`src/rtl/sobel_pkg.sv`:
```
// Shared types and helpers for the Sobel window generator and its line buffers.
package sobel_pkg;

  localparam int DATA_W_DEF = 8;

  typedef enum logic [1:0] {IDLE, FILL, RUN} state_t;

  // Counter/address width for a range of n values; never narrower than 1 bit.
  function automatic int cnt_w(input int n);
    return (n > 1) ? $clog2(n) : 1;
  endfunction

endpackage

```
`src/rtl/sobel_line_buffer.sv`:
```
// One line of pixel storage: synchronous RAM, read-before-write, BRAM-inferable.
module sobel_line_buffer
  import sobel_pkg::*;
#(
  parameter int DATA_W = DATA_W_DEF,
  parameter int DEPTH  = 160,
  parameter int AW     = cnt_w(DEPTH)
) (
  input  logic              clk,
  input  logic              en,
  input  logic              we,
  input  logic [AW-1:0]     addr,
  input  logic [DATA_W-1:0] wdata,
  output logic [DATA_W-1:0] rdata
);

  logic [DATA_W-1:0] mem [DEPTH];

  always_ff @(posedge clk) begin
    if (en) begin
      if (we) mem[addr] <= wdata;
      rdata <= mem[addr];
    end
  end

endmodule

```
`src/rtl/sobel_window_gen.sv`:
```
// Raster stream -> registered 3x3 windows with centre coordinates, 2-cycle latency.
// Optional centre tap output p4 when SOBEL_WIN_CENTER_EN is defined.
module sobel_window_gen
  import sobel_pkg::*;
#(
  parameter int DATA_W = DATA_W_DEF,
  parameter int IMG_W  = 160,
  parameter int IMG_H  = 120
) (
  input  logic                    clk,
  input  logic                    rst,
  input  logic                    in_valid,
  input  logic                    in_sof,
  input  logic [DATA_W-1:0]       in_data,
  output logic                    out_valid,
  output logic                    out_eof,
  output logic [DATA_W-1:0]       p0,
  output logic [DATA_W-1:0]       p1,
  output logic [DATA_W-1:0]       p2,
  output logic [DATA_W-1:0]       p3,
`ifdef SOBEL_WIN_CENTER_EN
  output logic [DATA_W-1:0]       p4,
`endif
  output logic [DATA_W-1:0]       p5,
  output logic [DATA_W-1:0]       p6,
  output logic [DATA_W-1:0]       p7,
  output logic [DATA_W-1:0]       p8,
  output logic [cnt_w(IMG_W)-1:0] out_x,
  output logic [cnt_w(IMG_H)-1:0] out_y
);

  localparam int XW     = cnt_w(IMG_W);
  localparam int YW     = cnt_w(IMG_H);
  localparam int STAGES = 1;

  state_t        state;
  logic [XW-1:0] x;
  logic [YW-1:0] y;
  logic          rsel;

  logic          sof_evt, acc, restart, eol, last, win;
  logic [XW-1:0] px;
  logic [YW-1:0] py;
  logic          prsel;

  // A sof pixel is always (0,0) with rsel 0, whatever the counters say.
  assign sof_evt = in_valid & in_sof;
  assign acc     = in_valid & (in_sof | (state != IDLE));
  assign restart = sof_evt & (state != IDLE);
  assign px      = sof_evt ? '0 : x;
  assign py      = sof_evt ? '0 : y;
  assign prsel   = sof_evt ? 1'b0 : rsel;
  assign eol     = (px == XW'(IMG_W - 1));
  assign last    = eol & (py == YW'(IMG_H - 1));
  assign win     = (px >= XW'(2)) & (py >= YW'(2));

  always_ff @(posedge clk) begin
    if (rst) begin
      state <= IDLE;
      x     <= '0;
      y     <= '0;
      rsel  <= 1'b0;
    end else if (acc) begin
      x <= eol ? '0 : px + 1'b1;
      if (eol) begin
        y    <= last ? '0 : py + 1'b1;
        rsel <= ~prsel;
      end else begin
        y    <= py;
        rsel <= prsel;
      end
      if (last)                           state <= IDLE;
      else if (eol && py == YW'(1))       state <= RUN;
      else if (sof_evt)                   state <= FILL;
    end
  end

  // Buffer rsel holds row y-1; the other holds y-2 and takes the incoming pixel.
  logic [1:0][DATA_W-1:0] lb_rd;

  for (genvar i = 0; i < 2; i++) begin : g_lb
    sobel_line_buffer #(
      .DATA_W(DATA_W),
      .DEPTH (IMG_W),
      .AW    (XW)
    ) u_lb (
      .clk  (clk),
      .en   (acc),
      .we   (prsel == (i == 0)),
      .addr (px),
      .wdata(in_data),
      .rdata(lb_rd[i])
    );
  end

  // Stage 1: input register alongside the buffer read.
  logic [STAGES:0]    vld_pipe;
  logic               s1_acc, s1_rsel, s1_eof;
  logic [DATA_W-1:0]  s1_pix;
  logic [XW-1:0]      s1_cx;
  logic [YW-1:0]      s1_cy;

  always_ff @(posedge clk) begin
    if (rst) begin
      vld_pipe <= '0;
      s1_acc   <= 1'b0;
    end else begin
      s1_acc      <= acc;
      vld_pipe[0] <= acc & win;
      vld_pipe[1] <= vld_pipe[0] & ~restart;
    end
    if (acc) begin
      s1_pix  <= in_data;
      s1_rsel <= prsel;
      s1_cx   <= px - 1'b1;
      s1_cy   <= py - 1'b1;
      s1_eof  <= last;
    end
  end

  // Stage 2: column shift registers; index 0 is the newest (right) column.
  logic [2:0][DATA_W-1:0] top, mid, bot;
  logic [XW-1:0]          s2_cx;
  logic [YW-1:0]          s2_cy;
  logic                   s2_eof;

  always_ff @(posedge clk) begin
    if (s1_acc) begin
      top    <= {top[1:0], (s1_rsel ? lb_rd[0] : lb_rd[1])};
      mid    <= {mid[1:0], (s1_rsel ? lb_rd[1] : lb_rd[0])};
      bot    <= {bot[1:0], s1_pix};
      s2_cx  <= s1_cx;
      s2_cy  <= s1_cy;
      s2_eof <= s1_eof;
    end
  end

  always_ff @(posedge clk) begin
    if (rst) begin
      out_valid <= 1'b0;
      out_eof   <= 1'b0;
      {p0, p1, p2, p3, p5, p6, p7, p8} <= '0;
`ifdef SOBEL_WIN_CENTER_EN
      p4 <= '0;
`endif
      out_x <= '0;
      out_y <= '0;
    end else begin
      out_valid <= vld_pipe[STAGES];
      if (vld_pipe[STAGES]) begin
        out_eof <= s2_eof;
        p0 <= top[2]; p1 <= top[1]; p2 <= top[0];
        p3 <= mid[2];               p5 <= mid[0];
        p6 <= bot[2]; p7 <= bot[1]; p8 <= bot[0];
`ifdef SOBEL_WIN_CENTER_EN
        p4 <= mid[1];
`endif
        out_x <= s2_cx;
        out_y <= s2_cy;
      end
    end
  end

endmodule

```
`config.mk`:
```
export PLATFORM = sky130hd
export DESIGN_NAME = sobel_window_gen
export DESIGN_NICKNAME = d
export VERILOG_FILES = /design/src/rtl/sobel_pkg.sv /design/src/rtl/sobel_line_buffer.sv /design/src/rtl/sobel_window_gen.sv
export SDC_FILE = /design/constraint.sdc
export NUM_CORES = 2
export LEC_CHECK = 0
export ABC_AREA = 1
export CAP_MARGIN = 20
export CORE_MARGIN = 2
export CORE_UTILIZATION = 40
export CTS_CLUSTER_SIZE = 10
export DETAILED_ROUTE_END_ITERATION = 10
export PLACE_DENSITY = 0.54
export SYNTH_ARGS = -nofsm -noshare
export SYNTH_HDL_FRONTEND = slang
export SYNTH_SLANG_ARGS = --single-unit
```
`constraint.sdc`:
```
create_clock -name clk -period 7.5 [get_ports clk]
set_clock_uncertainty 0.15 [all_clocks]
set_input_delay 1.5 -clock clk [delete_from_list [all_inputs] [get_ports clk]]
set_output_delay 1.5 -clock clk [all_outputs]
set_load 0.005 [all_outputs]
```
==> metrics.cfg <==
[outcome]
status=finished clean

[logic_synthesis]
seq_area_frac_synth=0.748
synth_area_per_cell_um2=11.8
synth_top_family_by_area=simple AND/OR/NAND/NOR gates
synthXorXnorAreaFrac=0.000554
synth-edff-count=2689
async_reset_ff_frac=0
synthCells=9387
synth_nets=9405
synth_cell_types=42
synth_seq_cells=2791
synthSimpleGateAreaFrac=0.193
synth_warnings=0
ys.flop_type=edfxtp_1
muxShareOfSynthArea=0
synth_compound_area_frac=0.0311
synth_fa_ha_area_frac=0.000679
synth.cell_area_um2=111000

[sta]
drv_slew=0
tightest_slew_ns=1.17
timing.hold.ws_ns=0.258
min_period_ns=5.44
rsz0062_at_grt=no
max_freq_ghz=0.184
period_share=0.725
setup_tns_ns=0
hold_viol=0
relSlewSlack=0.219
setup-violations-final=0

[critical_path]
startpoint_type=primary input
path_delay_family=simple AND/OR/NAND/NOR gates
crit_buf_inv=3
reg2reg_depth=6
cpMaxStageDelayCell=nor3_1
path_max_fanout=51
cpMostUsedCell=nand2_8
worst-path-stages=8
arrival_ns=5.76
end_kind=flop
cp.required_ns=7.82
worstSetupPathType=primary input to flop
cp_slowest_stage_delay_ns=0.86
crit_path_cell_trace=clkdlybuf4s50_1 -> nand2_8 -> nand2_8 -> inv_8 -> ha_1 -> nand2_2 -> buf_4 -> nor3_1

[finish]
final_util=0.459
layout_commonest_cell=nand2_1
drive_above_1_share=0.0887
area_growth_syn_to_layout_pct=14.4
fin_nets=9713
fin_cells=13500
final_cell_mix=3728 x nand2_1, 2689 x edfxtp_1, 677 x nor2_1, 329 x clkbuf_16, 325 x o21ai_0

[die]
io_pins=93
core-area_um2=276000
die_x_um=530
rows=193
start_util=0.401
die_area_um2=281000
dieHeight_um=530

[grt]
grt_start_max_net_pins=144
grt_usage=0.248
antenna_found_initial=17
grt_pass1_vias=71600
grt_pass1_wl_um=509000
gr-total-overflow=0

[clock_tree]
ctsResizeCount=0
cts_buffer_depth=4
cts-root-buf=clkbuf_16
cts.sinks=2791
clkSlewWorstSetupHoldPaths_ns=0.06
cts_buffers=326
htreeDepth=5
cts_tree=done
clkLatencyLatePin_ns=0.88
holdBufCountCts=0
postCtsSetupBuffers=0

[placement]
io_buffer_count=92
place.gp.congestion=0.882
dpl.hpwl_um=203000
place_inst=13000

[power]
switching_share=0.222
power_frac_seq=0.527
ir_worst_vdd_mv=0.178
clkPwrFrac=0.425
comb_power_share=0.049
p_switching_uw=7240
power_uw=32600
leakage_uw=0.0454
internal_power_uw=25400
powerDensity_nw_per_um2=258

[detailed_routing]
first_pass_iters=6
wirelength_um=353000
wl_per_cell_um=26.2
viasPerCell=5.47
drc=0
drt_iter0_markers=8756
vias=73900
drtAntennaViolNets=0

[run]
maxCapViolations=0

[hold_path]
hp-class=flop to flop
hold_depth=0

## sequential cells by signal, summed over array words and instances, names as in the netlist, 16 cells and up
register         flops
mid                 24
g_lb.u_lb.rdata     16
g_lb.u_lb.mem     2560
top                 24
bot                 24
## synthesized netlist by cell type (4+ instances only)
cell,number,area share
nand2_1,3750,0.13
edfxtp_1,2689,0.73
o21ai_0,325,0.015
nand3b_1,23,0.0016
and2_1,6,0.00034
buf_1,61,0.0021
a31oi_1,6,0.00034
o21bai_1,11,0.00075
nor3_1,323,0.015
inv_1,105,0.0036
buf_2,250,0.011
o22ai_1,19,0.0011
a22oi_1,100,0.0068
xor2_1,5,0.00040
nand2_2,4,0.00023
o21ai_1,12,0.00054
inv_2,16,0.00054
nand4_1,251,0.014
a21oi_1,113,0.0051
nor2_1,679,0.023
nor2_2,8,0.00045
buf_4,8,0.00054
dfxtp_1,102,0.018
clkbuf_1,236,0.0080
nand3_1,240,0.011
o211ai_1,13,0.00088
ha_1,6,0.00068
## routing by layer
metal	track usage	wire [um]
met1	0.345	147000
met2	0.391	161000
met3	0.0446	32000
met4	0.0845	13300
met5	0	131
## area by class of cell
type	instances	area, um2
fill	25100	149000
sequential	2791	82800
multi-input combinational	5918	25100
clock buffer	406	8530
timing repair buffer	536	4720
tap	3705	4640
inverter	122	478
clock inverter	26	277
antenna	2	5.00
## kinds of logic after synthesis
group / after synthesis
buf+inv: 678
fa+ha+maj: 6
flops: 2791
simple gates: 5294
compound gates: 611
xor+xnor: 7
## through the flow
step	setup WS (ns)	instance area, um2
2_1_floorplan	3.17	111000
3_3_place_gp	1.24	117000
3_5_place_dp	1.33	117000
4_1_cts	2.17	126000
5_1_grt	2.02	127000
6_report	2.06	127000
## path summary, 6_finish.rpt
path	from	end	slack, ns
min reg2reg	s1_pix[7]	bot[7]	0.26
max reg2reg	x[0]	g_lb[1].u_lb.mem[39][6]	2.71
min	s1_pix[7]	bot[7]	0.26
max	in_valid	g_lb[1].u_lb.mem[39][6]	2.06
## power groups by stage
| stage | Clock, uW | Combinational, uW | Sequential [uW] |
|---|---|---|---|
| after global routing | 14600 | 1700 | 17200 |
| after CTS | 14100 | 1580 | 17200 |
| after detailed placement | 0 | 1580 | 17500 |
| after floorplan | 0 | 750 | 17500 |
| after global placement | 0 | 1570 | 17500 |
| final | 13800 | 1580 | 17200 |
(Power assumes the default switching activity.)
